[config.mk]
export PLATFORM = sky130hd
export DESIGN_NAME = clz_64
export DESIGN_NICKNAME = d
export VERILOG_FILES = /design/src/rtl/clz_64.sv
export SDC_FILE = /design/constraint.sdc
export NUM_CORES = 1
export LEC_CHECK = 0
export BUFFER_PORTS_ARGS = -buffer_cell sky130_fd_sc_hd__buf_2
export CORE_MARGIN = 1
export CORE_UTILIZATION = 44
export CTS_BUF_LIST = sky130_fd_sc_hd__clkbuf_4 sky130_fd_sc_hd__clkbuf_8
export DETAILED_ROUTE_END_ITERATION = 8
export PLACE_DENSITY = 0.89
export RECOVER_POWER = 50
export SLEW_MARGIN = 20
export SYNTH_ARGS = -nofsm -noshare
export SYNTH_HDL_FRONTEND = slang
export SYNTH_SLANG_ARGS = --single-unit
[constraint.sdc]
create_clock -name clk -period 1.7 [get_ports clk]
set_input_delay 0.255 -clock clk [delete_from_list [all_inputs] [get_ports clk]]
set_output_delay 0.255 -clock clk [all_outputs]
set_load 0.05 [all_outputs]
[src/rtl/clz_64.sv]
// ============================================================================
// clz_64 : registered count-leading-zeros of a 64-bit word (result 0..64)
// Revision: 1.0
// ============================================================================
`default_nettype none

module clz_64 #(
    parameter int WIDTH     = 64,
    parameter int CNT_WIDTH = 7
) (
    input  logic                 clk,
    input  logic                 rst_n,
    input  logic                 in_valid,
    input  logic [WIDTH-1:0]     in,
    output logic                 out_valid,
    output logic [CNT_WIDTH-1:0] out,
    output logic                 all_zero
);

    if (WIDTH != 64 || CNT_WIDTH != 7) begin : g_bad_param
        $error("clz_64 supports only WIDTH=64 and CNT_WIDTH=7");
    end

    // Level 0: sixteen nibble units, nibble 0 holds bits [63:60]
    logic [1:0] w_c0 [16];
    logic       w_z0 [16];
    logic [2:0] w_c1 [8];
    logic       w_z1 [8];
    logic [3:0] w_c2 [4];
    logic       w_z2 [4];
    logic [4:0] w_c3 [2];
    logic       w_z3 [2];
    logic [5:0] w_c4;
    logic       w_z4;
    logic [6:0] w_count;

    for (genvar n = 0; n < 16; n++) begin : g_nib
        logic [3:0] w_nib;
        assign w_nib  = in[63-4*n -: 4];
        assign w_z0[n] = ~|w_nib;
        assign w_c0[n] = w_nib[3] ? 2'd0 :
                         w_nib[2] ? 2'd1 :
                         w_nib[1] ? 2'd2 : 2'd3;
    end

    // Each merge takes the left count unless the left half is empty
    for (genvar i = 0; i < 8; i++) begin : g_l1
        assign w_z1[i] = w_z0[2*i] & w_z0[2*i+1];
        assign w_c1[i] = w_z0[2*i] ? {1'b1, w_c0[2*i+1]} : {1'b0, w_c0[2*i]};
    end

    for (genvar i = 0; i < 4; i++) begin : g_l2
        assign w_z2[i] = w_z1[2*i] & w_z1[2*i+1];
        assign w_c2[i] = w_z1[2*i] ? {1'b1, w_c1[2*i+1]} : {1'b0, w_c1[2*i]};
    end

    for (genvar i = 0; i < 2; i++) begin : g_l3
        assign w_z3[i] = w_z2[2*i] & w_z2[2*i+1];
        assign w_c3[i] = w_z2[2*i] ? {1'b1, w_c2[2*i+1]} : {1'b0, w_c2[2*i]};
    end

    assign w_z4 = w_z3[0] & w_z3[1];
    assign w_c4 = w_z3[0] ? {1'b1, w_c3[1]} : {1'b0, w_c3[0]};

    // The tree yields 63 for an empty word; the all-zero case is forced to 64
    assign w_count = w_z4 ? 7'd64 : {1'b0, w_c4};

    logic                 r_valid;
    logic [CNT_WIDTH-1:0] r_out;
    logic                 r_all_zero;

    always_ff @(posedge clk or negedge rst_n) begin
        if (!rst_n) begin
            r_valid    <= 1'b0;
            r_out      <= '0;
            r_all_zero <= 1'b0;
        end else if (in_valid) begin
            r_valid    <= 1'b1;
            r_out      <= w_count;
            r_all_zero <= w_z4;
        end else begin
            r_valid    <= 1'b0;
        end
    end

    assign out_valid = r_valid;
    assign out       = r_out;
    assign all_zero  = r_all_zero;

endmodule

`default_nettype wire

==> results of run 1 <==
-- per-layer routing --
layer | global-route usage [%] | GRT overflow
met1 | 66.2 | 0
met2 | 103 | 42
met3 | 52.5 | 0
met4 | 92.9 | 21
met5 | 0 | 0
-- stage by stage --
stage                     area (sq um)  hold WS (ns)  instances  util [%]  worst slack [ns]
after floorplan                   1000       -0.0406        144         -            -0.401
after global placement            1830        0.0961        301      89.5            -0.529
after detailed placement          1830         0.104        301      89.5            -0.691
after CTS                         1960         0.241        309      95.8            -0.303
-- kinds of logic after synthesis --
group,count (synthesis),share of synthesized area [%]
DFF,8,20.0
and+or+nand+nor,68,39.8
muxes,1,1.12
AOI/OAI and AO/OA,51,32.8
buffers and inverters,16,6.37
-- what timing repair did --
item                                   in CTS
pin swaps                                   4
hold buffers                                1
endpoints found under the hold margin       8
setup buffers                               5
resized for setup                          14
setup endpoints to repair                   7
==> metrics, run 1 <==
halt point of the flow global routing (5_1_grt); top cells by instance count after synthesis sky130_fd_sc_hd__nor2_1, sky130_fd_sc_hd__a21oi_1, sky130_fd_sc_hd__inv_1, sky130_fd_sc_hd__o21ai_0, sky130_fd_sc_hd__nor4_1; post-synthesis cell type count 39; RD Place Congestion approximately 0.83; die height roughly 50 um; share of Yosys cell area claimed by the top area cell type approximately 20%; wire length of the first global-routing pass roughly 14,000 um; H-tree depth 1; Max clock buf depth 2; Rows 16; Avg Cell Area, Syn between 6 and 7 sq um; number of buffers inserted during clock tree synthesis 3; cell with the most instances after synthesis sky130_fd_sc_hd__nor2_1; clock tree sinks 8; Top FF cell, synth sky130_fd_sc_hd__dfrtp_1; io pins between 70 and 80; Run Error [ERROR GRT-0116] Global routing finished with congestion. Check the congestion regions in the DRC Viewer.; width of the die just under 50 um; post-synthesis instance total 144; cell area after synthesis between 1000 and 1500 sq um; count of input and output buffers 75; dominant cells by area after synthesis sky130_fd_sc_hd__dfrtp_1, sky130_fd_sc_hd__nor2_1, sky130_fd_sc_hd__a21oi_1; register area share after synthesis between 20% and 30%; overflow left after global routing 63; GR Util All Layers around 76%; count of state elements after synthesis 8; Async S/R FF share, synth 100%; largest area contributor in the synthesized netlist sky130_fd_sc_hd__dfrtp_1; warnings from Yosys 0; starting density of the core approximately 49%; CTS root buf sky130_fd_sc_hd__clkbuf_4; Post-Synthesis Net Count roughly 210; pin count of the biggest net entering global routing 11; Detail Placement HPWL ~4000 um; number of flops mapped to enable cells by yosys 0; number of global-route vias before repair roughly 2.7k; result of the run did not finish
==> run 2, diff against run 1 <==
- CORE_AREA: default -> 2 2 63 65
- CORE_MARGIN: 1 -> default
- CORE_UTILIZATION: 44 -> default
- CTS_BUF_LIST: sky130_fd_sc_hd__clkbuf_4 sky130_fd_sc_hd__clkbuf_8 -> default
- DIE_AREA: default -> 0 0 65 67
- PLACE_DENSITY: 0.89 -> default
- PLACE_DENSITY_LB_ADDON: default -> 0.15
==> metrics, run 2 <==
result of the run finished, violations left; violations in the final reports negative setup slack; post-synthesis instance total 144 (unchanged); critical path capture point type register; Post-Synthesis Net Count 211 (unchanged); P&R area growth vs syn 104%; Slew Limit Headroom between 70% and 80%; CP max-delay cell sky130_fd_sc_hd__or4_4; number of flops mapped to enable cells by yosys 0 (unchanged); DRT Pass-1 Iters 4; max cap viols 0; warnings from Yosys 0 (unchanged); post-detailed-route DRC marker count 0; clock tree from TritonCTS yes; Async S/R FF share, synth 100% (unchanged); Critical Path Max Stage Delay between 0.5 and 0.6 ns; count of input and output buffers 75 (unchanged); most frequent cells in the layout sky130_fd_sc_hd__buf_2, sky130_fd_sc_hd__buf_4, sky130_fd_sc_hd__nor2_1; wire length of the first global-routing pass between 5000 and 6000 um; GR Util All Layers ~16%; final sum of negative setup slack -1.21 ns; Top FF cell, synth sky130_fd_sc_hd__dfrtp_1; type of the worst setup path input pin to register; Die Outline Area about 4400 sq um; Avg Cell Area, Syn 6.95 sq um (unchanged); final hold vios 0; Final Worst Setup Slack -0.306 ns; post-layout utilization of the core a little under three fifths; number of global-route vias before repair 1,442; Most Frequent Cell on Critical Path sky130_fd_sc_hd__or4_4; count of state elements after synthesis 8 (unchanged); actual transition at the worst max-transition pin about 0.43 ns; Leak around 1.1 nW; flip-flop count of the largest register after layout 7; post-synthesis cell type count 39 (unchanged); count of inserted antenna diode cells 0; width of the die 65 um (+31%); maximum operating frequency 498 MHz; share of post-route cells with drive strength above 1 54.2%; Routed Wire Length approximately 3500 um; remaining antenna violation count 0; starting density of the core 27.8% (-21 points); H-tree depth 1 (unchanged); CP Max Fanout 2; clock transition at the register clock pins on the worst setup and hold paths after CTS ~0.04 ns; routed wirelength normalized by instance count between 10 and 15 um; overflow left after global routing 0; worst-case hold slack roughly 0.35 ns; number of buffers inserted during clock tree synthesis 3 (unchanged); largest area contributor in the synthesized netlist sky130_fd_sc_hd__dfrtp_1; CTS root buf sky130_fd_sc_hd__clkbuf_8; number of vias per cell roughly 4.6; critical path data required time about 1.8 ns; Detail Placement HPWL 3070 um (-25%); final-report setup violation count 7; Post-Route Skew 0 ns; clock tree sinks 8 (unchanged); worst vdd rail ir drop ~0.22 mV; Filler cells around 370; RSZ-0062 raised after global routing true; Max clock buf depth 2 (unchanged); pin count of the biggest net entering global routing 11; classification of the worst-slack hold path input pin to register; cell area after synthesis 1000 sq um (unchanged); placeable core area 3610 sq um; Final min period 2.01 ns; top cells by instance count after synthesis sky130_fd_sc_hd__nor2_1, sky130_fd_sc_hd__a21oi_1, sky130_fd_sc_hd__inv_1, sky130_fd_sc_hd__o21ai_0, sky130_fd_sc_hd__nor4_1; die height 67 um (+35%); final number of max-transition violations 0; 1st-iter DRT viols 35; cell with the most instances after synthesis sky130_fd_sc_hd__nor2_1; leading cell type in the layout, fill and taps excluded sky130_fd_sc_hd__buf_2; dominant cells by area after synthesis sky130_fd_sc_hd__dfrtp_1, sky130_fd_sc_hd__nor2_1, sky130_fd_sc_hd__a21oi_1; initial antenna violation count 0; layout net count ~360; arrival time of data at the critical path endpoint around 2.1 ns; share of Yosys cell area claimed by the top area cell type 20.0% (unchanged); io pins 76 (unchanged); via count ~1.6k; RD Place Congestion 0.807 (-3.1%); PwrDens about 360 nW/um^2; register area share after synthesis 20.0% (unchanged); worst-skew pair later-pin latency between 0.2 and 0.25 ns; Rows 22 (+6); startpoint type of the worst setup path input pin; fraction of the cycle the final worst path needs 118%; worst-path cell chain buf_6, or4_4, or4_4, nor3_4, nor3_2, nor4b_1, a221o_1
## run 2: worst paths after layout
| path | start | to | slack, ns | depth (start not counted) |
|---|---|---|---|---|
| setup / recovery | in[5] | out[0]$_DFFE_PN0P_ | -0.31 | 7 |
| hold / removal | in_valid | out_valid$_DFF_PN0_ | 0.35 | 1 |
| setup reg to reg | out[0]$_DFFE_PN0P_ | out[0]$_DFFE_PN0P_ | 0.86 | 1 |
| hold reg to reg | out[4]$_DFFE_PN0P_ | out[4]$_DFFE_PN0P_ | 0.48 | 1 |
| max in group asynchronous | rst_n | out[3]$_DFFE_PN0P_ | 0.94 | 2 |
| min in group asynchronous | rst_n | out[6]$_DFFE_PN0P_ | 0.47 | 2 |
## run 2: critical path: cells and delay by family
kind | cells | cell delay (ns)
AO/OA/AOI/OAI | 1 | 0.32
buffers and inverters | 1 | 0.09
AND/OR/NAND/NOR | 5 | 1.44
## run 2: metal layers
metal	up-vias	track usage [%]	routed length (um)
li1	847	-	-
met1	664	19.6	1600
met2	40	31.7	1730
met3	2	1.35	148
met4	0	3.19	19
met5	-	0	0
## run 2: cell type report
type	count	area, sq um	area share [%]
Timing Repair Buffer	143	908	44.5
Tap cell	48	60.1	2.94
Sequential cell	8	200	9.82
Multi-Input combinational cell	120	777	38.1
Clock buffer	3	41.3	2.02
Inverter	14	52.6	2.58
## run 2: cells by family (layout without fill, tap and decap cells)
logic type | after synthesis | in the layout | share of synthesized area [%]
buf+inv | 16 | 160 | 6.37
flops | 8 | 8 | 20.0
compound gates | 51 | 51 | 32.8
mux | 1 | 1 | 1.12
simple gates | 68 | 68 | 39.8
## run 2: through the flow
stage	total power [mW]	cell area, sq um	instances	worst slack [ns]
2_1_floorplan	0.296	1000	144	-0.401
3_3_place_gp	0.506	1910	330	-0.542
3_5_place_dp	0.507	1910	330	-0.553
4_1_cts	0.740	2000	335	-0.305
5_1_grt	0.788	2040	336	-0.386
6_report	0.737	2040	336	-0.306
## run 2: power by group
group / switching (mW) / internal (mW)
Sequential: 0.00344 / 0.198
Combinational: 0.140 / 0.173
Clock: 0.0702 / 0.153
Total: 0.213 / 0.524
## run 2: repair_timing
item                                    CTS  global route
hold endpoints to repair                  8             0
endpoints found under the setup margin    7             7
hold buffers                              1             0
pin swaps                                 4             3
gates resized for setup                   6             7
setup buffers                             1             1
No activity file was read; power rests on OpenSTA's default activity.
==> run 3, diff against run 2 <==
- SLEW_MARGIN: 20 -> 5
- clock period: 1.7 -> 2.3 ns (I/O delays scaled with it)
==> metrics, run 3 (same netlist as run 2, synthesis figures left out) <==
result of the run completed; Detail Placement HPWL 2840 um (-7.3%); Routed Wire Length 3200 um (-8.5%); initial antenna violation count 0 (unchanged); Final Worst Setup Slack 0.151 ns (+0.457 ns); layout net count 305 (-15%); post-place instance area 1540 sq um (-20%); fraction of the cycle the final worst path needs ~93%; flip-flop count of the largest register after layout 7 (unchanged); io pins 76 (unchanged); leading cell type in the layout, fill and taps excluded sky130_fd_sc_hd__buf_2; worst-skew pair later-pin latency 0.23 ns (about the same); Final min period 2.15 ns; register-to-register setup slack 1.45 ns (+0.59 ns); Post-Route Skew 0 ns (unchanged); actual transition at the worst max-transition pin 0.607 ns (+0.180 ns); beginning of the critical path in[9]; Die Outline Area 4360 sq um (unchanged); final number of max-transition violations 0 (unchanged); Non-Filler Cell Area, Final 1580 sq um (-22%); number of global-route vias before repair 1,287 (-11%); clock transition at the register clock pins on the worst setup and hold paths after CTS 0.04 ns (about the same); number of vias per cell 4.94 (+7.0%); worst hold path depth 1 (unchanged); critical path capture point type register; placeable core area 3610 sq um (unchanged); count of inserted antenna diode cells 0 (unchanged); PostCTS Resize Cnt 0 (-6); overflow left after global routing 0 (unchanged); CTS root buf sky130_fd_sc_hd__clkbuf_8; maximum operating frequency 465 MHz; worst reg2reg startpoint out[0]$_DFFE_PN0P_; clock tree from TritonCTS yes; startpoint type of the worst setup path input pin; cell count of the worst reg-to-reg path 1 (unchanged); worst-case hold slack 0.433 ns (+0.0810 ns); CP Max Fanout 4 (+2); remaining antenna violation count 0 (unchanged); die height 67 um (unchanged); number of buffers inserted during clock tree synthesis 3 (unchanged); GR Util All Layers 14.6% (-1.8 points); Slew Limit Headroom 59.7% (-11 points); arrival time of data at the critical path endpoint 2.26 ns (+0.15 ns); post-detailed-route DRC marker count 0 (unchanged); PwrDens 307 nW/um^2 (-15%); type of the worst setup path input pin to register; r2r endpoint out[0]$_DFFE_PN0P_; wire length of the first global-routing pass 5160 um (-10%); Max clock buf depth 2 (unchanged); Hold Buf Count CTS 1 (unchanged); Rows 22 (unchanged); classification of the worst-slack hold path input pin to register; DRT Pass-1 Iters 4 (unchanged); width of the die 65 um (unchanged); pin count of the biggest net entering global routing 11 (unchanged); max cap viols 0 (unchanged); DP Worst Slack -0.0949 ns (+0.458 ns); final-report setup violation count 0 (-7); RD Place Congestion 0.780 (-3.3%); number of post-CTS setup repair buffers 0 (-1); routed wirelength normalized by instance count 11.3 um (+8.2%); starting density of the core 27.8% (unchanged); H-tree depth 1 (unchanged); final hold vios 0 (unchanged); Leak 0.769 nW (-27%); via count 1,404 (-9.6%); critical path data required time 2.41 ns (+0.60 ns); 1st-iter DRT viols 41 (+17%); share of post-route cells with drive strength above 1 41.1% (-13 points); most frequent cells in the layout sky130_fd_sc_hd__buf_2, sky130_fd_sc_hd__nor2_1, sky130_fd_sc_hd__a21oi_1; count of input and output buffers 75 (unchanged); Critical Path Sink out[0]$_DFFE_PN0P_; worst vdd rail ir drop 0.222 mV (-0.25%); RSZ-0062 raised after global routing false; clock tree sinks 8 (unchanged); P&R area growth vs syn 58.1%
[run 3: cell types whose count changed in the layout (fill, tap and decap cells not counted), sizes merged]
cell / previous run / this run
buf: 140 / 85
clkbuf: 5 / 8
[run 3: cell type report]
| class | count | area [sq um] |
|---|---|---|
| Timing Repair Buffer | 91 | 492 |
| Fill cell | 400 | 2020 |
| Multi-Input combinational cell | 120 | 737 |
| Inverter | 14 | 52.6 |
| Sequential cell | 8 | 200 |
| Clock buffer | 3 | 41.3 |
| Tap cell | 48 | 60.1 |
[run 3: where the power goes]
part | internal [mW] | switching (mW) | leakage (nW)
sequential | 0.146 | 0.00267 | 0.106
clock | 0.113 | 0.0505 | 0.0216
combinational | 0.0810 | 0.0926 | 0.641
[run 3: how the worst min path moves through the flow]
stage                     startpoint             endpoint  slack (ns)
after global routing        in_valid  out_valid$_DFF_PN0_        0.47
final                       in_valid  out_valid$_DFF_PN0_        0.43
after floorplan                rst_n   out[0]$_DFFE_PN0P_        0.05
after global placement         rst_n  out_valid$_DFF_PN0_        0.19
after detailed placement       rst_n   out[1]$_DFFE_PN0P_        0.19
after CTS                   in_valid  out_valid$_DFF_PN0_        0.35
[run 3: stage by stage]
step           util (%)  setup TNS, ns  power [mW]  cells
2_1_floorplan         -              0       0.218    144
3_3_place_gp       42.6        -0.0736       0.325    280
3_5_place_dp       42.6        -0.0949       0.325    280
4_1_cts            44.1              0       0.493    284
5_1_grt            43.9              0       0.523    284
6_report           43.9              0       0.486    284
[run 3: per-layer routing]
metal / share of wire [%] / routed length (um) / vias up / GRT usage (%)
met5: 0 / 0 / - / 0
met4: 0 / 0 / 0 / 1.60
met3: 6.7 / 215 / 0 / 2.20
met2: 48 / 1550 / 50 / 27.8
met1: 45 / 1440 / 616 / 17.7
li1: - / - / 738 / -
[run 3: worst max-delay path: stages]
cell and delay [ns]:
sky130_fd_sc_hd__buf_2 0.11, sky130_fd_sc_hd__or4_4 0.55, sky130_fd_sc_hd__or4_4 0.57, sky130_fd_sc_hd__nor3_4 0.15, sky130_fd_sc_hd__nor3_2 0.07, sky130_fd_sc_hd__nor4b_1 0.14, sky130_fd_sc_hd__a221o_1 0.32
==> run 4, diff against run 3 <==
- ABC_AREA: default -> 1
==> metrics, run 4 <==
Clk network pwr share 32.2% (-1.4 points); Slew Limit Headroom 60.1% (+0.41 points); final sum of negative setup slack 0 ns (unchanged); CP Depth 1 (-6); top sig layer met4; result of the run completed; register area share after synthesis 16.6% (-3.4 points); switching power 0.163 mW (+12%); Routed Wire Length 2760 um (-14%); Post-Route Skew 0 ns (unchanged); post-place instance area 1630 sq um (+6.0%); number of global-route vias before repair 1,254 (-2.6%); post-synthesis instance total 219 (+52%); clock transition at the register clock pins on the worst setup and hold paths after CTS 0.04 ns (about the same); Top FF cell, synth sky130_fd_sc_hd__dfrtp_1; count of state elements after synthesis 8 (unchanged); FF/Latch Area 200 sq um (unchanged); cell count of the worst reg-to-reg path 2 (+1); number of buffers inserted during clock tree synthesis 3 (unchanged); leading cell type in the layout, fill and taps excluded sky130_fd_sc_hd__buf_2; cell total after placement 341 (+22%); Rows 22 (unchanged); number of standard cells in the final layout excluding fillers 345 (+21%); dominant cells by area after synthesis sky130_fd_sc_hd__nand2_1, sky130_fd_sc_hd__dfrtp_1, sky130_fd_sc_hd__inv_1; buffering stage count on the worst path with inverters included 1 (unchanged); count of input and output buffers 75 (unchanged); Max clock buf depth 2 (unchanged); top cells by instance count after synthesis sky130_fd_sc_hd__nand2_1, sky130_fd_sc_hd__inv_1, sky130_fd_sc_hd__nor2_1; DRT Pass-1 Iters 4 (unchanged); final-report setup violation count 0 (unchanged); H-tree depth 1 (unchanged); met2 WL post-DR 1190 um (-23%); width of the die 65 um (unchanged); worst reg2reg startpoint out[6]$_DFFE_PN0P_; critical path capture point type output port; share of post-route cells with drive strength above 1 34.7% (-6.4 points); Power, Total 0.502 mW (+3.3%); Hold Buf Count CTS 1 (unchanged); r2r endpoint out[6]$_DFFE_PN0P_; detailed-route wire length on metal 1 1400 um (-2.4%); cell area after synthesis 1200 sq um (+20%); clock tree sinks 8 (unchanged); met3 wirelength from detailed routing 156 um (-27%); flip-flop count of the largest register after layout 7 (unchanged); sequential group share of total power 29.9% (-0.8 points); Post-Synthesis Net Count 286 (+36%); PwrDens 300 nW/um^2 (-2.4%); die height 67 um (unchanged); starting density of the core 33.3% (+5.6 points); post-detailed-route DRC marker count 0 (unchanged); worst-path cell chain clkbuf_1; overflow left after global routing 0 (unchanged); Non-Filler Cell Area, Final 1680 sq um (+5.8%); Final Worst Setup Slack 0.924 ns (+0.773 ns); io pins 76 (unchanged); Avg Cell Area, Syn 5.49 sq um (-21%); maximum operating frequency 727 MHz (+56%); type of the worst setup path register to output port; P&R area growth vs syn 39.3%; post-synthesis cell type count 20 (-49%); multi-input gate area in the final layout 823 sq um (+12%); Int Pwr 0.339 mW (-0.30%); CP Max Fanout 2 (-2); number of flops mapped to enable cells by yosys 0 (unchanged); Die Outline Area 4360 sq um (unchanged); Final min period 1.38 ns (-0.773 ns); routed wirelength normalized by instance count 7.99 um (-29%); Filler cells 417 (+4.3%); number of vias per cell 4.13 (-16%); actual transition at the worst max-transition pin 0.600 ns (-0.00625 ns); largest area contributor in the synthesized netlist sky130_fd_sc_hd__nand2_1; initial antenna violation count 0 (unchanged); final hold vios 0 (unchanged); via count 1,425 (+1.5%); fraction of the cycle the final worst path needs 59.8% (-34 points); startpoint type of the worst setup path register; cell with the most instances after synthesis sky130_fd_sc_hd__nand2_1; GR Util All Layers 13.7% (-0.88 points); Critical Path Sink out[3]; Critical Path Max Stage Delay 0.47 ns (-0.10 ns); arrival time of data at the critical path endpoint 1.03 ns (-1.23 ns); RD Place Congestion 0.747 (-4.2%); RSZ-0062 raised after global routing false; share of Yosys cell area claimed by the top area cell type 18.1% (-1.9 points); Combinational Power Share 38.0% (+2.3 points); 1st-iter DRT viols 28 (-32%); layout net count 366 (+20%); DP Worst Slack 0.782 ns (+0.877 ns); critical path data required time 1.96 ns (-0.45 ns); wire length of the first global-routing pass 4780 um (-7.4%); worst vdd rail ir drop 0.124 mV (-44%); CP max-delay cell sky130_fd_sc_hd__clkbuf_1; CTS root buf sky130_fd_sc_hd__clkbuf_8; placeable core area 3610 sq um (unchanged); final number of max-transition violations 0 (unchanged); worst-skew pair later-pin latency 0.22 ns (about the same); most frequent cells in the layout sky130_fd_sc_hd__buf_2, sky130_fd_sc_hd__nand2_1, sky130_fd_sc_hd__inv_1; Detail Placement HPWL 2550 um (-10%); PostCTS Resize Cnt 0 (unchanged); beginning of the critical path out[3]$_DFFE_PN0P_; pin count of the biggest net entering global routing 9 (-2); number of post-CTS setup repair buffers 0 (unchanged); Async S/R FF share, synth 100% (unchanged); remaining antenna violation count 0 (unchanged); Sw Share 32.4% (+2.4 points); count of inserted antenna diode cells 0 (unchanged); CP delay by family, top buffers and inverters; worst-case hold slack 0.359 ns (-0.0741 ns); clock tree from TritonCTS yes; Leak 1.01 nW (+31%); post-layout utilization of the core 46.5% (+2.6 points); classification of the worst-slack hold path input pin to register; register-to-register setup slack 1.63 ns (+0.18 ns); max cap viols 0 (unchanged); warnings from Yosys 0 (unchanged)
==> run 4: cell types whose count changed after synthesis, sizes merged, moves of 3 or more <==
cell / change
or4: -6
inv: +31
o311ai: -3
nand3: +9
nor4: -12
nand2: +61
nor2b: -5
nor3: -4
nor2: +20
o21bai: +5
==> run 4: kinds of logic after synthesis <==
kind of cell | after synthesis | synth area share [%]
flip-flops | 8 | 16.6
AND/OR/NAND/NOR | 124 | 49.7
AO/OA/AOI/OAI | 41 | 18.7
buffers and inverters | 46 | 14.9
==> run 4: how the worst min path moves through the flow <==
stage          startpoint                   to  slack (ns)  cells past startpoint
2_1_floorplan       rst_n   out[0]$_DFFE_PN0P_        0.05                      0
3_3_place_gp        rst_n   out[4]$_DFFE_PN0P_        0.19                      1
3_5_place_dp        rst_n   out[6]$_DFFE_PN0P_        0.19                      1
4_1_cts          in_valid  out_valid$_DFF_PN0_        0.31                      1
5_1_grt          in_valid  out_valid$_DFF_PN0_        0.38                      1
6_report         in_valid  out_valid$_DFF_PN0_        0.36                      1
==> run 4: per-layer routing <==
layer / track usage, % / vias up
met3: 1.52 / 2
met1: 19.0 / 555
met5: 0 / -
li1: - / 826
met2: 21.9 / 42
met4: 4.79 / 0
==> run 4: power by group through the flow <==
| stage | Clock, mW | Sequential [mW] | Combinational (mW) |
|---|---|---|---|
| 2_1_floorplan | 0 | 0.173 | 0.0841 |
| 3_3_place_gp | 0 | 0.152 | 0.191 |
| 3_5_place_dp | 0 | 0.152 | 0.192 |
| 4_1_cts | 0.167 | 0.150 | 0.194 |
| 5_1_grt | 0.174 | 0.151 | 0.218 |
| 6_report | 0.161 | 0.150 | 0.191 |
==> run 4: layout make-up <==
class	instances	area share (%)
well taps	48	3.58
inverters	45	10.2
flip-flops and latches	8	11.9
multi-input cells	165	49.1
clock buffers	3	2.46
repair buffers	76	22.6
